[src/rtl/seg_scan_driver.sv]
// Six-digit common-anode 7-segment scan driver with per-frame input snapshot.
// Optional leading-zero blanking is enabled by defining SEG_LZB_EN.
module seg_scan_driver #(
    parameter int unsigned SCAN_DIV  = 50000,
    parameter int unsigned BLANK_CYC = 500
) (
    input  logic        clk,
    input  logic        rst,
    input  logic        en,
    input  logic [23:0] digit_ctrl,
    output logic [7:0]  seg,
    output logic [5:0]  an,
    output logic        frame_tick
);

    localparam int unsigned   DW        = $clog2(SCAN_DIV);
    localparam logic [DW-1:0] DIV_LAST  = DW'(SCAN_DIV - 1);
    localparam logic [DW-1:0] DIV_BLANK = DW'(BLANK_CYC);

    logic [DW-1:0] div;
    logic [2:0]    idx;
    logic [23:0]   snap;

    logic [3:0]    nib;
    logic [6:0]    glyph;
    logic          hide;
    logic          lit;
    logic [5:0]    an_nxt;
    logic [7:0]    seg_nxt;

    always_comb begin
        nib = snap[3:0];
        case (idx)
            3'd0:    nib = snap[3:0];
            3'd1:    nib = snap[7:4];
            3'd2:    nib = snap[11:8];
            3'd3:    nib = snap[15:12];
            3'd4:    nib = snap[19:16];
            3'd5:    nib = snap[23:20];
            default: nib = snap[3:0];
        endcase
    end

    // Active-low {g,f,e,d,c,b,a}
    always_comb begin
        glyph = 7'h7F;
        case (nib)
            4'h0: glyph = 7'h40;
            4'h1: glyph = 7'h79;
            4'h2: glyph = 7'h24;
            4'h3: glyph = 7'h30;
            4'h4: glyph = 7'h19;
            4'h5: glyph = 7'h12;
            4'h6: glyph = 7'h02;
            4'h7: glyph = 7'h78;
            4'h8: glyph = 7'h00;
            4'h9: glyph = 7'h10;
            4'hA: glyph = 7'h08;
            4'hB: glyph = 7'h03;
            4'hC: glyph = 7'h46;
            4'hD: glyph = 7'h21;
            4'hE: glyph = 7'h06;
            4'hF: glyph = 7'h0E;
            default: glyph = 7'h7F;
        endcase
    end

`ifdef SEG_LZB_EN
    // lz[k]: nibbles 5..k of the snapshot are all zero; digit 0 is never hidden
    logic [7:0] lz;
    always_comb begin
        lz    = '0;
        lz[5] = (snap[23:20] == 4'h0);
        lz[4] = lz[5] && (snap[19:16] == 4'h0);
        lz[3] = lz[4] && (snap[15:12] == 4'h0);
        lz[2] = lz[3] && (snap[11:8]  == 4'h0);
        lz[1] = lz[2] && (snap[7:4]   == 4'h0);
        hide  = lz[idx];
    end
`else
    assign hide = 1'b0;
`endif

    always_comb begin
        lit     = en && (div >= DIV_BLANK) && !hide;
        an_nxt  = lit ? ~(6'(1) << idx) : '1;
        seg_nxt = lit ? {1'b1, glyph} : '1;
    end

    always_ff @(posedge clk) begin
        if (rst) begin
            div        <= '0;
            idx        <= '0;
            snap       <= '0;
            an         <= '1;
            seg        <= '1;
            frame_tick <= 1'b0;
        end else begin
            an         <= an_nxt;
            seg        <= seg_nxt;
            frame_tick <= en && (idx == 3'd5) && (div == DIV_LAST);
            if (!en) begin
                div <= '0;
                idx <= '0;
            end else begin
                // Snapshot lands inside the blanking window of slot 0
                if (idx == 3'd0 && div == '0)
                    snap <= digit_ctrl;
                if (div == DIV_LAST) begin
                    div <= '0;
                    idx <= (idx == 3'd5) ? 3'd0 : idx + 3'd1;
                end else begin
                    div <= div + 1'b1;
                end
            end
        end
    end

endmodule

[config.mk]
export PLATFORM = sky130hd
export DESIGN_NAME = seg_scan_driver
export DESIGN_NICKNAME = d
export VERILOG_FILES = /design/src/rtl/seg_scan_driver.sv
export SDC_FILE = /design/constraint.sdc
export NUM_CORES = 1
export LEC_CHECK = 0
export BUFFER_PORTS_ARGS = -buffer_cell sky130_fd_sc_hd__buf_2
export CAP_MARGIN = 20
export CELL_PAD_IN_SITES_DETAIL_PLACEMENT = 1
export CELL_PAD_IN_SITES_GLOBAL_PLACEMENT = 1
export CORE_MARGIN = 2
export CORE_UTILIZATION = 45
export DETAILED_ROUTE_END_ITERATION = 12
export PLACE_DENSITY_LB_ADDON = 0.08
export SLEW_MARGIN = 5
export SYNTH_ARGS = -nofsm -noshare
export SYNTH_HDL_FRONTEND = slang
export SYNTH_SLANG_ARGS = --single-unit
[constraint.sdc]
create_clock -name clk -period 8.61 [get_ports clk]
set_clock_uncertainty 0.1 [all_clocks]
set_input_delay 1.2915 -clock clk [delete_from_list [all_inputs] [get_ports clk]]
set_output_delay 1.2915 -clock clk [all_outputs]
set_load 0.05 [all_outputs]
==> summary.md <==
| Metric | Value |
|---|---|
| Layout cells sized above 1 | `17.5%` |
| RePlAce Congestion | `0.818` |
| CP Capture Type | `register` |
| Post-synth top area share | `43.1%` |
| # Post-CTS Setup Buffers | `0` |
| Final worst-path cycle share | `37.1%` |
| Layout Area Growth over Synthesis | `14.1%` |
| R2R setup slack | `5420 ps` |
| CP Data Arrival Time | `3290 ps` |
| Slew headroom | `a little over two fifths` |
| HPWL after detailed placement | `4560 um` |
| Commonest non-fill, non-tap cells in the layout | `nand2_1 (69), dfxtp_1 (57), buf_2 (40), nor2_1 (31), a21oi_1 (29)` |
| Mapped Cells | `roughly 320` |
| CP peak stage delay | `770 ps` |
| First-pass GRT wire length | `between 10000 and 15000 um` |
| Worst hold slack | `360 ps` |
| Site row count | `27` |
| Hold Path Origin | `snap[0]` |
| Largest net degree at the start of global routing | `27` |
| Period minus WS final | `3190 ps` |
| Max stage delay cell, worst path | `dfxtp_1` |
| Worst Path Required | `8710 ps` |
| Clock transition at the registers of the reported paths | `60 ps` |
| Die Y | `slightly above 80 um` |
| Initial core utilization | `between 40% and 50%` |
| CTS root buf | `clkbuf_8` |
| # diodes | `0` |
| Status | `finished clean` |
| Syn. warnings | `0` |
| Cts hold-fix bufs | `0` |
| Hold Path End | `snap[0]` |
| Crit path cell chain | `and2_1, ha_1, nor3_1, o22ai_1, a21oi_1, nor2_1, inv_1, ha_1, mux2_4, nand2_1, o211ai_2` |
| Die W | `80.7 um` |
| FF+latch count, synth | `57` |
| Nets | `391` |
| Post-synthesis cell type count | `just under 50` |
| Lkg Pwr | `1.16 nW` |
| Synthesized cell area | `2650 sq um` |
| Ys async rst share | `0%` |
| Antenna-violating nets left | `0` |
| Startpoint types | `register` |
| CP max FO | `20` |
| Number of port buffers | `40` |
| Die Area | `6510 sq um` |
| Worst Reg2Reg Path Length in Cells | `11` |
| # IOs | `42` |
| Routed WL | `6350 um` |
| Initial antenna violation count | `0` |
| Clk buf depth | `2` |
| Violation count after the first detailed-route iteration | `120` |
| Maximum vdd drop | `~110 uV` |
| Cell area after placement | `2840 sq um` |
| Vias in the first global route | `roughly 2300` |
| CP Class | `register to register` |
| CP most frequent cell | `ha_1` |
| Clock insertion delay at the later pin of the skew report | `340 ps` |
| Worst-Margin Slew | `850 ps` |
| Post-layout instance area | `between 3000 and 4000 sq um` |
| DRC Markers | `0` |
| TritonCTS clock tree | `done` |
| Vias per inst | `around 5.3` |
| Most common cell after layout, fill and taps aside | `nand2_1` |
| Slew Limit Fails | `0` |
| Synthesized net count | `358` |
| Fin. Hold Viols | `0` |
| Worst reg2reg endpoint | `seg[5]` |
| Largest area contributor in the netlist | `dfxtp_1` |
| PostCTS Resize Cnt | `0` |
| Mean Syn Cell Area | `8.22 sq um` |
| R2R Path Start | `idx[0]` |
| DR pass1 iterations | `4` |
| Main flop type after synthesis | `dfxtp_1` |
| Total Routing Usage GR | `roughly 22%` |
| DR vias | `around 2300` |
| Seq/Total Area, Yosys | `43.1%` |
| H-tree Lvls | `3` |
| Hold path depth | `2` |
| Setup-failing EPs final | `0` |
| Core Area | `5610 sq um` |
| Unrepaired setup endpoints after global routing | `no` |
| TNS Setup | `0 ps` |
| Worst hold path type | `register to register` |
| Crit path max-delay family | `simple AND/OR/NAND/NOR gates` |
| Clk sinks | `between 50 and 60` |
| Area contributors post-synth | `dfxtp_1 (43%), nand2_1 (9.8%), a21oi_1 (5.5%)` |
| PwrDens | `roughly 180 nW/um^2` |
| CP bufs+invs | `1` |
| Max Cap Viol | `0` |
| # fillers | `711` |
| GRT overflow | `0` |
| CTS Buf Count | `9` |
| F_max | `313 MHz` |
| Number of synthesized flops with an enable pin | `0` |
| Routed WL per cell | `approximately 15 um` |
==> registers in the layout (all words and copies together), names as in the netlist <==
register,count
div,16
an,6
frame_tick,1
snap,24
seg,7
idx,3
==> metal layers <==
layer / track usage [%] / part of all wire, % / vias to the layer above
li1: - / - / 1152
met1: 27.3 / 45 / 1064
met2: 35.9 / 48 / 49
met3: 5.62 / 5.0 / 13
met4: 8.47 / 1.8 / 0
met5: 0 / 0 / -
==> stage by stage <==
step	setup WS [ps]	util (%)	std cells	power, mW
after detailed placement	5440	50.6	416	0.323
after CTS	5410	53.9	431	0.552
final	5420	53.9	431	0.544
after global routing	5110	53.9	431	0.569
after floorplan	5850	-	322	0.309
after global placement	5590	50.6	416	0.321
==> cells in the mapped netlist (all sizes together), types with 6 or more instances <==
master and count:
xnor2 9, nand3 7, a21oi 29, inv 10, nor2 31, nor3 6, buf 11, clkbuf 8
nor2b 7, ha 9, xor2 6, nand2 69, dfxtp 57
==> where the power goes <==
part	total (mW)	internal [mW]	leakage (nW)	switching [mW]
clock	0.228	0.125	0.0980	0.103
combinational	0.0407	0.0158	0.601	0.0249
sequential	0.276	0.271	0.464	0.00469
total	0.544	0.412	1.16	0.133
==> worst register-to-register path: stages, from the launching register on <==
cell	delay, ps
dfxtp_1	770
and2_1	250
ha_1	370
nor3_1	110
o22ai_1	160
a21oi_1	80
nor2_1	340
inv_1	150
ha_1	290
mux2_4	270
nand2_1	80
o211ai_2	90
==> cell type report <==
type / count / area [sq um] / share of cell area (%)
clock inverters: 3 / 15.0 / 0.497
clock buffers: 12 / 165 / 5.47
multi-input cells: 236 / 1360 / 45.2
inverters: 10 / 37.5 / 1.24
flip-flops and latches: 57 / 1140 / 37.8
well taps: 72 / 90.1 / 2.98
repair buffers: 41 / 208 / 6.88
==> logic make-up (layout without fill, tap and decap cells) <==
family / Yosys count / in the layout / synth area share [%]
compound gates: 58 / 58 / 14.0
xor+xnor: 15 / 15 / 4.96
fa+ha+maj: 9 / 9 / 4.25
buf+inv: 29 / 66 / 5.39
flops: 57 / 57 / 43.1
mux: 7 / 7 / 3.02
other cells: 1 / 1 / 0.142
simple gates: 146 / 146 / 25.1
==> how the worst max path moves through the flow <==
| stage | end | cells after the start | startpoint | slack, ps |
|---|---|---|---|---|
| after floorplan | seg[5] | 14 | idx[0] | 5850 |
| after global placement | seg[3] | 11 | idx[0] | 5590 |
| after detailed placement | seg[3] | 11 | idx[0] | 5440 |
| after CTS | seg[3] | 11 | idx[0] | 5410 |
| after global routing | seg[5] | 11 | idx[0] | 5110 |
| final | seg[5] | 11 | idx[0] | 5420 |
Note: power is estimated with default switching activity, not from simulation.
